`config.mk`:
```
export PLATFORM = sky130hd
export DESIGN_NAME = bit_serializer_flat
export DESIGN_NICKNAME = d
export VERILOG_FILES = /design/src/rtl/bit_serializer_if.sv /design/src/rtl/bit_serializer.sv /design/src/flat_wrapper.sv
export SDC_FILE = /design/constraint.sdc
export NUM_CORES = 1
export LEC_CHECK = 0
export CELL_PAD_IN_SITES_DETAIL_PLACEMENT = 1
export CELL_PAD_IN_SITES_GLOBAL_PLACEMENT = 2
export CORE_ASPECT_RATIO = 1.25
export CORE_MARGIN = 4
export CORE_UTILIZATION = 40
export DETAILED_ROUTE_END_ITERATION = 8
export GPL_TIMING_DRIVEN = 1
export MAX_ROUTING_LAYER = met4
export PLACE_DENSITY = 0.82
export SLEW_MARGIN = 20
export SYNTH_ARGS = -nofsm -noshare
export SYNTH_HDL_FRONTEND = slang
export SYNTH_SLANG_ARGS = --single-unit
export TNS_END_PERCENT = 100
```
`constraint.sdc`:
```
create_clock -name clk -period 3.6 [get_ports clk]
set_clock_uncertainty 0.15 [all_clocks]
set_input_delay 0.72 -clock clk [delete_from_list [all_inputs] [get_ports clk]]
set_output_delay 0.72 -clock clk [all_outputs]
set_load 0.01 [all_outputs]
```
`src/rtl/bit_serializer_if.sv`:
```
// Parallel-word input and serial-bit output bundle of the bit serializer.
interface bit_serializer_if #(
    parameter int unsigned W = 8
);
    logic [W-1:0] din;
    logic         din_valid;
    logic         din_ready;
    logic         en;
    logic         sout;
    logic         sout_valid;
    logic         word_done;
    logic         busy;

    modport master (
        output din, din_valid, en,
        input  din_ready, sout, sout_valid, word_done, busy
    );

    modport slave (
        input  din, din_valid, en,
        output din_ready, sout, sout_valid, word_done, busy
    );
endinterface

```
`src/rtl/bit_serializer.sv`:
```
// Serializes W-bit words through a 2-entry FIFO into a registered bit stream,
// with bit-advance stall, back-to-back words and an end-of-word pulse.
module bit_serializer #(
    parameter int unsigned W         = 8,
    parameter bit          MSB_FIRST = 1'b1,
    parameter logic        IDLE_VAL  = 1'b0
) (
    input logic             clk,
    input logic             rst,
    bit_serializer_if.slave bus
);
    localparam int unsigned IW = (W > 2) ? $clog2(W) : 1;
    localparam logic [IW-1:0] LAST_IDX = IW'(W - 1);

    typedef enum logic {IDLE, SHIFT} state_t;

    state_t        state, state_d;
    logic [W-1:0]  fifo_mem [2];
    logic          wr_ptr, rd_ptr;
    logic [1:0]    count;
    logic [W-1:0]  sreg;
    logic [IW-1:0] idx;
    logic          sout_q, word_done_q;
    logic          push_c, pop_c, load_c, adv_c, retire_c;
    logic [W-1:0]  head;

    // Bit of a word presented at position i of the serial order.
    function automatic logic bit_at(input logic [W-1:0] word, input logic [IW-1:0] i);
        logic [W-1:0] sh;
        if (MSB_FIRST) begin
            sh = word << i;
            return sh[W-1];
        end
        sh = word >> i;
        return sh[0];
    endfunction

    assign head           = fifo_mem[rd_ptr];
    assign bus.din_ready  = rst && (count != 2'd2);
    assign push_c         = bus.din_valid && bus.din_ready;
    assign bus.sout       = sout_q;
    assign bus.sout_valid = (state == SHIFT) && bus.en;
    assign bus.word_done  = word_done_q;
    assign bus.busy       = (state == SHIFT) || (count != 2'd0);

    always_ff @(posedge clk or negedge rst) begin
        if (!rst) state <= IDLE;
        else      state <= state_d;
    end

    // Next state plus the datapath strobes for this edge.
    always_comb begin
        state_d  = state;
        pop_c    = 1'b0;
        load_c   = 1'b0;
        adv_c    = 1'b0;
        retire_c = 1'b0;
        case (state)
            IDLE: begin
                if (bus.en && (count != 2'd0)) begin
                    pop_c   = 1'b1;
                    load_c  = 1'b1;
                    state_d = SHIFT;
                end
            end
            SHIFT: begin
                if (bus.en) begin
                    if (idx == LAST_IDX) begin
                        retire_c = 1'b1;
                        if (count != 2'd0) begin
                            pop_c  = 1'b1;
                            load_c = 1'b1;
                        end else begin
                            state_d = IDLE;
                        end
                    end else begin
                        adv_c = 1'b1;
                    end
                end
            end
            default: state_d = IDLE;
        endcase
    end

    // Storage only; occupancy is tracked by count/pointers under reset.
    always_ff @(posedge clk) begin
        if (push_c) fifo_mem[wr_ptr] <= bus.din;
    end

    always_ff @(posedge clk or negedge rst) begin
        if (!rst) begin
            wr_ptr      <= 1'b0;
            rd_ptr      <= 1'b0;
            count       <= 2'd0;
            sreg        <= '0;
            idx         <= '0;
            sout_q      <= IDLE_VAL;
            word_done_q <= 1'b0;
        end else begin
            word_done_q <= retire_c;
            if (push_c) wr_ptr <= ~wr_ptr;
            if (pop_c)  rd_ptr <= ~rd_ptr;
            count <= count + {1'b0, push_c} - {1'b0, pop_c};
            if (load_c) begin
                sreg   <= head;
                idx    <= '0;
                sout_q <= bit_at(head, IW'(0));
            end else if (adv_c) begin
                idx    <= idx + 1'b1;
                sout_q <= bit_at(sreg, idx + 1'b1);
            end else if (retire_c) begin
                sout_q <= IDLE_VAL;
            end
        end
    end
endmodule
```
`src/flat_wrapper.sv`:
```
// flat-port wrapper written by rule: the top's interface ports become plain ports
module bit_serializer_flat 
#(
    parameter int unsigned W         = 8,
    parameter bit          MSB_FIRST = 1'b1,
    parameter logic        IDLE_VAL  = 1'b0
)
  (clk, rst, bus_din, bus_din_valid, bus_en, bus_din_ready, bus_sout, bus_sout_valid, bus_word_done, bus_busy);
  bit_serializer_if #(.W(W)) bus_i ();
  input logic clk;
  input logic rst;
  input wire logic [$bits(bus_i.din)-1:0] bus_din;
  input wire logic [$bits(bus_i.din_valid)-1:0] bus_din_valid;
  input wire logic [$bits(bus_i.en)-1:0] bus_en;
  output wire logic [$bits(bus_i.din_ready)-1:0] bus_din_ready;
  output wire logic [$bits(bus_i.sout)-1:0] bus_sout;
  output wire logic [$bits(bus_i.sout_valid)-1:0] bus_sout_valid;
  output wire logic [$bits(bus_i.word_done)-1:0] bus_word_done;
  output wire logic [$bits(bus_i.busy)-1:0] bus_busy;
  assign bus_i.din = bus_din;
  assign bus_i.din_valid = bus_din_valid;
  assign bus_i.en = bus_en;
  assign bus_din_ready = bus_i.din_ready;
  assign bus_sout = bus_i.sout;
  assign bus_sout_valid = bus_i.sout_valid;
  assign bus_word_done = bus_i.word_done;
  assign bus_busy = bus_i.busy;
  bit_serializer #(.W(W), .MSB_FIRST(MSB_FIRST), .IDLE_VAL(IDLE_VAL)) u_core (.clk(clk), .rst(rst), .bus(bus_i));
endmodule
```
==> results of run 1 <==
-- kinds of logic (layout without fill, tap and decap cells) --
group                    count (synthesis)  after routing  share of synthesized area
flip-flops                              34             34                     0.6549
AO/OA/AOI/OAI                           23             23                    0.09861
AND/OR/NAND/NOR                         13             13                    0.05459
multiplexers                            12             12                     0.1074
buffers and inverters                    8             29                    0.03345
XOR/XNOR                                 4              4                    0.02465
adder cells (fa/ha/maj)                  3              3                    0.02641
-- cell usage after synthesis (2+ instances only) --
master / number
inv_1: 3
mux2_2: 2
nor2_1: 2
and3_1: 2
dfrtp_1: 18
mux4_2: 2
a22o_1: 2
xor2_1: 2
xnor2_1: 2
a21oi_1: 14
buf_6: 2
mux2i_1: 7
edfxtp_1: 16
nand3_1: 2
ha_1: 3
buf_2: 2
-- flip-flops by register name (all words and copies together), names as in the netlist --
name                  cells
u_core.fifo_mem          16
u_core.sreg               8
u_core.idx                3
u_core.count              2
u_core.bus.sout           1
u_core.bus.word_done      1
u_core.rd_ptr             1
u_core.state              1
u_core.wr_ptr             1
-- worst max-delay path by stage --
stage | from | endpoint | slack (ns) | cells past startpoint
6_report | rst | bus_din_ready | 0.60 | 3
5_1_grt | rst | bus_din_ready | 0.54 | 3
4_1_cts | rst | bus_din_ready | 0.58 | 3
3_5_place_dp | rst | bus_din_ready | 0.59 | 3
3_3_place_gp | rst | bus_din_ready | 0.70 | 3
2_1_floorplan | u_core.idx[0]$_DFFE_PN0P_ | u_core.count[1]$_DFF_PN0_ | 1.51 | 9
-- metrics by stage --
stage / total power, mW / util / hold WS (ns) / std cells / area, µm²
floorplan: 0.8649 / - / 0.2744 / 97 / 1421
global placement: 0.9536 / 0.4854 / 0.3299 / 147 / 1607
detailed placement: 0.9704 / 0.4854 / 0.3484 / 147 / 1607
CTS: 1.324 / 0.5198 / 0.3613 / 155 / 1720
global route: 1.398 / 0.5198 / 0.3854 / 155 / 1720
finish: 1.301 / 0.5198 / 0.3588 / 155 / 1720
-- layer usage --
metal  up-vias  track usage
li1        399            -
met1       416       0.1494
met2        19       0.1953
met3         5      0.03602
met4         0      0.07952
met5         -            -
-- power by group through the flow --
stage	combinational, mW	sequential [mW]	clock, mW
finish	0.342	0.613	0.346
global route	0.387	0.632	0.379
CTS	0.349	0.615	0.360
detailed placement	0.347	0.624	0
global placement	0.338	0.615	0
floorplan	0.282	0.583	0
-- cell type report --
cell class,instances,share of cell area
Sequential cell,34,0.5411
Clock buffer,5,0.04000
Inverter,3,0.006545
Multi-Input combinational cell,55,0.2575
Timing Repair Buffer,18,0.1018
Tap cell,37,0.02691
Clock inverter,3,0.02618
==> flow_summary.ini, run 1 <==
[clock_network]
clk_latency_ns = 0.28
cts_buffers = 5
ctsHoldBuffers = 0
cts_resized = 0
post_cts_buffers = 0
clockBufferDepth = 2
clkSlewWorstSetupHoldPaths_ns = 0.07
root_buffer = clkbuf_8
tritoncts = built
clkSinkCount = 34
h-tree-depth = 2

[die]
initial_utilization = 0.4295
die_width_um = 61.32
fp.coreArea_um2 = 3309
die_area_um2 = 4577
fp.dieH_um = 74.65
num_rows = 23
pin_count = 17

[yosys]
ys_warn_count = 0
yosysSeqAreaShare = 0.6549
synthTopCellsByArea = edfxtp_1 34%, dfrtp_1 32%, a21oi_1 4.9%, mux2i_1 4.9%, mux4_2 3.2%
synth_top_cell_by_area = edfxtp_1
synth_area_um2 = 1421
synth_area_per_cell_um2 = 14.65
async_flop_share = 0.5294
synth-edff-count = 16
synthCells = 97
synth_top_area_frac = 0.3380
syn_nets = 112
synth_top_flop_cell = dfrtp_1
yosys.cell_types.count = 32
synth-seq-cells = 34

[power]
leakagePower_nw = 0.6935
switchingPower_mw = 0.3805
comb_power_share = 0.263
peakVddDrop_v = 0.0003991
switching_share = 0.2924
internal_power_mw = 0.9207
power_frac_seq = 0.471
power_density_nw_per_um2 = 756.3
pwr-share-clk = 0.266

[drt]
route.detailed.drc = 0
dr_wl_met3_um = 96
dr_wl_met2_um = 1193
wirelength_um = 2365
ant_nets = 0
initialDrtViolationCount = 35
vias = 839
drt_first_pass_iters = 4
top_layer_used = met4
vias_per_cell = 5.413
drt-met1-wl_um = 1030
routedWlPerCell_um = 15.26

[critical_path]
cp_max_fo = 2
cp_slowest_cell = clkdlybuf4s50_1
r2r_cells = 7
cp.required_ns = 2.73
cpPeakStageDelay_ns = 0.62
r2r_end = u_core.count[1]$_DFF_PN0_
reg2reg_from = u_core.idx[0]$_DFFE_PN0P_
startpoint_type = input pin
cp.arrival_ns = 2.13
end_kind = output port
path_common_cell = clkdlybuf4s50_1
critical_path.top_delay_family = buffers and inverters
crit_chain = clkdlybuf4s50_1 > a21boi_0 > clkdlybuf4s50_1
path_buf_inv = 2
ff2ff_setup_slack_ns = 1.32
setup.worst_path.class = input pin to output port

[hold_path]
hold_depth = 1
hp-start = u_core.wr_ptr$_DFFE_PN0N_
hold_end = u_core.wr_ptr$_DFFE_PN0N_
worstHoldPathType = flop to flop

[timing]
worst_pin_slew_ns = 0.6754
fin_ws_ns = 0.6028
max_freq_ghz = 0.3336
slew_violations = 0
hold_viol = 0
rsz0062_at_grt = false
fin_tns_setup_ns = 0
setup-violations-final = 0
min_period_ns = 2.997
slew_headroom = 0.5481
post-route-period-util = 0.8325

[grt]
antenna_found_initial = 0
grt_max_degree = 20
grt_use_total = 0.1290
grt_pass1_wl_um = 4029
grt_pass1_vias = 911
grt-ovfl-total = 0

[run_status]
status = finished clean

[cells_and_area]
fillers = 326
diodes = 0
regArea_um2 = 930.9
syn2layout_area_growth_pct = 21.04
final_cell_mix = 18 x dfrtp_1, 16 x clkdlybuf4s50_1, 16 x edfxtp_1, 14 x a21oi_1, 7 x mux2i_1
mostFrequentLayoutCell = dfrtp_1
drive_gt1_frac = 0.1356
multi_input_area_um2 = 442.9
nets = 132

[placement]
port-buffer-count = 16
dpl.hpwl_um = 1738
gp_congestion = 0.7405
dp_slack_ns = 0.5897

[job]
maxCapViolations = 0
Note: power is estimated with default switching activity, not from simulation.
==> run 2, diff against run 1 <==
Settings changed: CORE_UTILIZATION 40 to 38, PLACE_DENSITY 0.82 to 0.79.
Clock period 3.6 ns to 2.8 ns, I/O delays scaled along.
==> run 2 against run 1 <==
Against the previous run: highest routed layer unchanged; clock power grew 32%; hold slack lost 0.0047 ns; critical path depth is the same; critical endpoint unchanged; sequential power grew 28%; via count shrank 0.24%; total power grew 30%; sequential share of layout area shrank 0.62 points; first-iteration DRC count shrank 37%; combinational power grew 31%; count of clock-buffer cells in the layout grew 2.
==> flow_summary.ini, run 2 (same netlist as run 1, synthesis figures left out) <==
[clock_network]
h-tree-depth = 2
tritoncts = built
post_cts_buffers = 0
clkSlewWorstSetupHoldPaths_ns = 0.06
clk_latency_ns = 0.28
ctsHoldBuffers = 0
cts_buffers = 5
clkSinkCount = 34
root_buffer = clkbuf_8
cts_resized = 0
clockBufferDepth = 2

[cells_and_area]
final_cell_mix = 18 x dfrtp_1, 16 x clkdlybuf4s50_1, 16 x edfxtp_1, 14 x a21oi_1, 7 x mux2i_1
regMostFlops = u_core.fifo_mem
design_area_um2 = 1740
largest_reg_flops = 16
fillers = 366
drive_gt1_frac = 0.1417
mostFrequentLayoutCell = dfrtp_1
syn2layout_area_growth_pct = 22.45
nets = 134
fin_util = 0.4912
diodes = 0
reg.largest.list = u_core.fifo_mem: 16 flops, u_core.sreg: 8 flops, u_core.idx: 3 flops

[grt]
grt-ovfl-total = 0
grt_pass1_vias = 898
antenna_found_initial = 0
grt_use_total = 0.1256
grt_max_degree = 20
grt_pass1_wl_um = 4416

[timing]
hold_viol = 0
fin_tns_setup_ns = 0
post-route-period-util = 0.9433
min_period_ns = 2.641
hold_slack_ns = 0.3540
rsz0062_at_grt = false
setup-violations-final = 0
slew_headroom = 0.7096
max_freq_ghz = 0.3786
fin_ws_ns = 0.1587
slew_violations = 0
worst_pin_slew_ns = 0.4355

[drt]
initialDrtViolationCount = 22
route.detailed.drc = 0
vias = 837
drt_first_pass_iters = 2
ant_nets = 0
routedWlPerCell_um = 15.70
vias_per_cell = 5.264
wirelength_um = 2497

[die]
fp.coreArea_um2 = 3543
die_width_um = 62.70
die_area_um2 = 4789
num_rows = 24
initial_utilization = 0.4011
fp.dieH_um = 76.38
pin_count = 17

[critical_path]
cp.arrival_ns = 1.93
end_kind = output port
cp.required_ns = 2.09
startpoint_type = input pin
r2r_cells = 7
setup.worst_path.class = input pin to output port
cp_max_fo = 2
reg2reg_from = u_core.idx[0]$_DFFE_PN0P_
r2r_end = u_core.count[1]$_DFF_PN0_
ff2ff_setup_slack_ns = 0.55

[placement]
place_area_um2 = 1624
port-buffer-count = 16
gp_congestion = 0.7435
dpl.hpwl_um = 1806
dp_slack_ns = 0.1632

[power]
leakagePower_nw = 0.7117
power_density_nw_per_um2 = 972.4
peakVddDrop_v = 0.0004060

[hold_path]
hold_depth = 1
hp-start = u_core.wr_ptr$_DFFE_PN0N_
hold_end = u_core.wr_ptr$_DFFE_PN0N_
worstHoldPathType = flop to flop

[run_status]
status = finished clean

[job]
maxCapViolations = 0
[run 2: changes by cell type in the layout (fill, tap and decap cells not counted)]
cell	before	now
buf_4	2	4
clkinvlp_4	2	0
clkbuf_1	0	1
clkbuf_8	5	6
[run 2: how the worst max path moves through the flow]
stage	start	end	slack, ns	depth (start not counted)
floorplan	u_core.idx[0]$_DFFE_PN0P_	u_core.count[1]$_DFF_PN0_	0.71	9
global placement	rst	bus_din_ready	0.21	3
detailed placement	rst	bus_din_ready	0.16	3
CTS	rst	bus_din_ready	0.15	3
global route	rst	bus_din_ready	0.06	3
finish	rst	bus_din_ready	0.16	3
[run 2: per-layer routing]
| metal | routed length, µm | GRT usage | vias up |
|---|---|---|---|
| met5 | 0 | - | - |
| met1 | 1103 | 0.1455 | 415 |
| met3 | 109 | 0.05457 | 5 |
| met2 | 1225 | 0.1868 | 15 |
| met4 | 59 | 0.05960 | 0 |
| li1 | - | - | 402 |
[run 2: critical path, stage by stage]
cell	delay [ns]
clkdlybuf4s50_1	0.50
a21boi_0	0.26
clkdlybuf4s50_1	0.61
[run 2: area by class of cell]
class / count / area, µm² / area share
Clock inverter: 1 / 30.03 / 0.01725
Clock buffer: 7 / 86.33 / 0.04960
Timing Repair Buffer: 20 / 190.2 / 0.1093
Multi-Input combinational cell: 55 / 442.9 / 0.2545
Inverter: 3 / 11.26 / 0.006470
Tap cell: 39 / 48.80 / 0.02804
Sequential cell: 34 / 930.9 / 0.5349
[run 2: power by group]
| group | internal, mW | switching, mW |
|---|---|---|
| sequential | 0.674 | 0.113 |
| combinational | 0.251 | 0.196 |
| clock | 0.290 | 0.168 |
| total | 1.21 | 0.477 |
[run 2: per-stage QoR]
stage | std cells | power, mW
4_1_cts | 159 | 1.719
5_1_grt | 159 | 1.822
6_report | 159 | 1.692
3_3_place_gp | 151 | 1.230
3_5_place_dp | 151 | 1.252
2_1_floorplan | 97 | 1.112
